==> config.mk <==
export PLATFORM = sky130hd
export DESIGN_NAME = uart_rx_aux
export DESIGN_NICKNAME = d
export VERILOG_FILES = /design/src/rtl/uart_rx_aux.sv
export SDC_FILE = /design/constraint.sdc
export NUM_CORES = 1
export LEC_CHECK = 0
export BUFFER_PORTS_ARGS = -buffer_cell sky130_fd_sc_hd__buf_2
export CORE_MARGIN = 2
export CORE_UTILIZATION = 55
export CTS_BUF_LIST = sky130_fd_sc_hd__clkbuf_16
export DETAILED_ROUTE_END_ITERATION = 8
export PLACE_DENSITY = 0.87
export SLEW_MARGIN = 20
export SYNTH_ARGS = -nofsm -noshare
export SYNTH_HDL_FRONTEND = slang
export SYNTH_SLANG_ARGS = --single-unit
==> constraint.sdc <==
create_clock -name clock -period 4.6 [get_ports clock]
set_input_delay 0 -clock clock [delete_from_list [all_inputs] [get_ports clock]]
set_output_delay 0 -clock clock [all_outputs]
set_load 0.02 [all_outputs]
==> src/rtl/uart_rx_aux.sv <==
// Auxiliary-UART 16x-oversampled serial receiver (8N1 by default).
// Define UART_RX_PARITY_EN to add an even-parity bit between data and stop.
module uart_rx_aux #(
   parameter int unsigned DATA_BITS  = 8,
   parameter int unsigned NUM_TICKS  = 16,
   parameter int unsigned STOP_TICKS = 16
) (
   input  logic                 clock,
   input  logic                 reset,
   input  logic                 i_tick,
   input  logic                 i_rx,
   output logic                 o_rx_done,
   output logic [DATA_BITS-1:0] o_data_out,
   output logic                 o_framing_error,
   output logic                 o_parity_error
);

   localparam int unsigned MaxTicks = (NUM_TICKS > STOP_TICKS) ? NUM_TICKS : STOP_TICKS;
   localparam int unsigned SW       = (MaxTicks > 1) ? $clog2(MaxTicks) : 1;
   localparam int unsigned NW       = (DATA_BITS > 1) ? $clog2(DATA_BITS) : 1;

   localparam logic [SW-1:0] SHalf = SW'(NUM_TICKS / 2 - 1);
   localparam logic [SW-1:0] SBit  = SW'(NUM_TICKS - 1);
   localparam logic [SW-1:0] SStop = SW'(STOP_TICKS - 1);
   localparam logic [NW-1:0] NLast = NW'(DATA_BITS - 1);

`ifdef UART_RX_PARITY_EN
   typedef enum logic [2:0] {StIdle, StStart, StData, StParity, StStop} state_e;
`else
   typedef enum logic [2:0] {StIdle, StStart, StData, StStop} state_e;
`endif

   state_e               r_state;
   logic [1:0]           r_sync;
   logic [SW-1:0]        r_s;
   logic [NW-1:0]        r_n;
   logic [DATA_BITS-1:0] r_b;
   logic                 r_rx_done;
   logic [DATA_BITS-1:0] r_data_out;
   logic                 r_framing_error;
   logic                 w_rx_s;

   assign w_rx_s = r_sync[1];

`ifdef UART_RX_PARITY_EN
   logic r_parity_bit;
   logic r_parity_error;

   always_ff @(posedge clock) begin
      if (reset) begin
         r_parity_bit   <= 1'b0;
         r_parity_error <= 1'b0;
      end else if (i_tick) begin
         if (r_state == StParity && r_s == SBit) begin
            r_parity_bit <= w_rx_s;
         end
         if (r_state == StStop && r_s == SStop) begin
            // even parity: data XOR parity bit must be 0
            r_parity_error <= (^r_b) ^ r_parity_bit;
         end
      end
   end

   assign o_parity_error = r_parity_error;
`else
   assign o_parity_error = 1'b0;
`endif

   always_ff @(posedge clock) begin
      if (reset) begin
         r_sync          <= 2'b11;
         r_state         <= StIdle;
         r_s             <= '0;
         r_n             <= '0;
         r_b             <= '0;
         r_rx_done       <= 1'b0;
         r_data_out      <= '0;
         r_framing_error <= 1'b0;
      end else begin
         r_sync    <= {r_sync[0], i_rx};
         r_rx_done <= 1'b0;
         case (r_state)
            StIdle: begin
               // start detect runs every clock, not only on ticks
               if (!w_rx_s) begin
                  r_s     <= '0;
                  r_state <= StStart;
               end
            end
            StStart: begin
               if (i_tick) begin
                  if (r_s == SHalf) begin
                     if (!w_rx_s) begin
                        r_s     <= '0;
                        r_n     <= '0;
                        r_state <= StData;
                     end else begin
                        r_state <= StIdle;
                     end
                  end else begin
                     r_s <= r_s + 1'b1;
                  end
               end
            end
            StData: begin
               if (i_tick) begin
                  if (r_s == SBit) begin
                     r_b <= {w_rx_s, r_b[DATA_BITS-1:1]};
                     r_s <= '0;
                     if (r_n == NLast) begin
                        r_n     <= '0;
`ifdef UART_RX_PARITY_EN
                        r_state <= StParity;
`else
                        r_state <= StStop;
`endif
                     end else begin
                        r_n <= r_n + 1'b1;
                     end
                  end else begin
                     r_s <= r_s + 1'b1;
                  end
               end
            end
`ifdef UART_RX_PARITY_EN
            StParity: begin
               if (i_tick) begin
                  if (r_s == SBit) begin
                     r_s     <= '0;
                     r_state <= StStop;
                  end else begin
                     r_s <= r_s + 1'b1;
                  end
               end
            end
`endif
            StStop: begin
               if (i_tick) begin
                  if (r_s == SStop) begin
                     r_s             <= '0;
                     r_data_out      <= r_b;
                     r_framing_error <= ~w_rx_s;
                     r_rx_done       <= 1'b1;
                     r_state         <= StIdle;
                  end else begin
                     r_s <= r_s + 1'b1;
                  end
               end
            end
            default: r_state <= StIdle;
         endcase
      end
   end

   assign o_rx_done       = r_rx_done;
   assign o_data_out      = r_data_out;
   assign o_framing_error = r_framing_error;

endmodule

==> flow_summary_export.csv <==
group,metric,value,unit
synth,ys_seq_area_share,44.9,%
synth,ys.flop_type,"dfxtp_1",
cells_and_area,drive_gt1_share,16.8,%
grt,gr-usage-all-layers,21.0,%
floorplan,dieHeight,52.5,um
routing,drtIter0Drc,15,
grt,grt-ovfl-total,0,
floorplan,fp.coreArea,0.00221,mm^2
grt,antenna_found_initial,0,
worst_setup_path,worst-path-max-fanout,15,
pwr,clockPowerShare,56.5,%
worst_setup_path,cp-start-kind,"flip-flop",
grt,grt_pass1_vias,914,
pwr,cellLeakagePower,0.580,nW
sta,setup_tns,0,ns
clocking,postCtsSetupBuffers,0,
sta,max_freq,525,MHz
synth,syn_nets,151,
sta,rsz0062_at_grt,"false",
synth,syn-cell-area,0.00129,mm^2
routing,routed_wirelength,2.43,mm
pwr,power_density,418,mW/mm^2
sta,post-route-period-util,41.4,%
sta,hold_ws,0.156,ns
cells_and_area,final_common_cell,"dfxtp_1",
clocking,numCtsBuffers,5,
routing,wl_per_cell,13.3,um
floorplan,row_count,17,
worst_setup_path,endpoint_kind,"flip-flop",
clocking,cts_max_path_buffers,2,
pwr,switching_share,18.1,%
worst_setup_path,worstPathRequired,4.73,ns
cells_and_area,nets,161,
synth,synth-seq-cells,29,
sta,finalMaxSlewViolations,0,
worst_setup_path,worst-setup-path-type,"flip-flop to flip-flop",
floorplan,io_pins,15,
floorplan,fp.dieArea,0.00275,mm^2
cells_and_area,fill_cells,185,
synth,yosysTopAreaCellShare,44.9,%
routing,firstDrtPassIters,4,
synth,yosys-top-cells-area,"dfxtp_1 (45%), mux2i_1 (6.2%), nand2_1 (5.8%)",
sta,final-hold-violation-count,0,
clocking,clk_pin_slew,0.05,ns
sta,slew_headroom,54.3,%
cells_and_area,area_delta_synth_final,15.2,%
clocking,cts_resized,0,
clocking,clk_latency,0.27,ns
pwr,p_seq_share,41.2,%
floorplan,start_util,58.4,%
synth,syn_inst,144,
worst_setup_path,arrival,2.04,ns
floorplan,dieWidth,52.5,um
synth,yosys.area.top_type,"dfxtp_1",
placement,port_buffers,13,
cells_and_area,final_cell_mix,"dfxtp_1 (29), nand2_1 (20), nor2_1 (16)",
clocking,cts_hold_buf,1,
sta,skew,0.00402,ns
pwr,combinationalPowerShare,2.3,%
sta,worstMarginPinSlew,0.684,ns
synth,synth-edff-count,0,
sta,finalSetupViolCount,0,
routing,viasPerCell,5.47,
pwr,internal_power,0.509,mW
flow_run,max_cap_violations,0,
routing,detail_route.drc_violations,0,
grt,grt_max_degree,33,
clocking,root_buffer,"clkbuf_16",
outcome,outcome,"complete, no violations",
clocking,cts_tree,"yes",
synth,synth_cell_type_count,36,
pwr,ir_drop,333,uV
synth,synthArstFlopShare,0,%
cells_and_area,num_antenna_cells,0,
routing,vias,1001,
sta,fin_crit,1.90,ns
grt,grt_pass1_wl,4.08,mm
routing,postRouteAntennaNets,0,
synth,synth_warnings,0,
clocking,numClockSinks,29,
pwr,switching_power,0.113,mW
clocking,cts_max_level,2,
min_path,hold_class,"input pin to flip-flop",
cells_and_area,final-seq-area,581,um^2
synth,synth.avg_cell_area,8.98,um^2
cells_and_area,multi_input_area,617,um^2
placement,place_congestion,0.792,
registers in the layout, indices dropped and copies added (netlist names):
| name | flops |
|---|---|
| o_rx_done | 1 |
| r_n | 3 |
| o_framing_error | 1 |
| r_sync | 2 |
| r_state | 2 |
| r_b | 8 |
| o_data_out | 8 |
| r_s | 4 |
cell families after synthesis:
family                   Yosys count  synth area share (%)
AO/OA/AOI/OAI                     32                  16.8
adder cells (fa/ha/maj)            3                  2.90
buffers and inverters             16                  7.36
flip-flops                        29                  44.9
multiplexers                       8                  6.20
other                              1                 0.290
AND/OR/NAND/NOR                   55                  21.5
critical path: stages, from the launching register on:
cell and delay, ns:
dfxtp_1 0.64, nand2b_4 0.14, nor3_4 0.62, mux2i_1 0.30, nor2_1 0.07
power by group through the flow:
stage               sequential, mW  combinational [mW]  clock [mW]
floorplan                    0.259              0.0124           0
global placement             0.261              0.0133           0
detailed placement           0.261              0.0135           0
CTS                          0.256              0.0142       0.358
global route                 0.256              0.0159       0.368
finish                       0.256              0.0143       0.352
final cells by class:
type | instances | share of cell area, %
Sequential cell | 29 | 39.0
Multi-Input combinational cell | 99 | 41.4
Clock buffer | 5 | 8.40
Clock inverter | 3 | 2.52
Inverter | 5 | 1.26
Tap cell | 28 | 2.35
Timing Repair Buffer | 14 | 5.04
layer usage:
layer	vias to the layer above	share of wire [%]	global-route usage [%]
li1	519	-	-
met1	454	44	24.4
met2	22	49	34.0
met3	6	5.2	4.29
met4	0	2.4	15.4
met5	-	0	0
cells in the mapped netlist (2+ instances only):
library cell	n
dfxtp_1	29
nand2_1	20
nor2_1	16
a21oi_1	11
mux2i_1	8
inv_1	5
o21ai_0	5
clkbuf_1	4
buf_4	3
buf_6	3
ha_1	3
nand3_1	3
o41ai_1	3
a211oi_1	2
a311oi_1	2
and3_1	2
and4_1	2
nand2b_1	2
nand3b_1	2
o211ai_1	2
or2_2	2
path summary, 6_finish.rpt:
| path | from | end | slack (ns) | cells past startpoint |
|---|---|---|---|---|
| hold / removal | i_tick | r_s[0] | 0.16 | 3 |
| setup / recovery | r_state[1] | r_b[4] | 2.70 | 4 |
| hold reg to reg | r_sync[0] | r_sync[1] | 0.40 | 1 |
| setup reg to reg | r_state[1] | r_b[4] | 2.70 | 4 |
through the flow:
stage / instances / area (um^2) / total power [mW] / setup slack (ns) / utilization [%]
after floorplan: 144 / 1290 / 0.272 / 3.14 / -
after global placement: 174 / 1320 / 0.274 / 2.83 / 59.5
final: 183 / 1490 / 0.622 / 2.70 / 67.3
after global routing: 183 / 1490 / 0.639 / 2.61 / 67.3
after CTS: 183 / 1490 / 0.628 / 2.70 / 67.3
after detailed placement: 174 / 1320 / 0.274 / 2.74 / 59.5
Power figures use the tool's default switching activity.
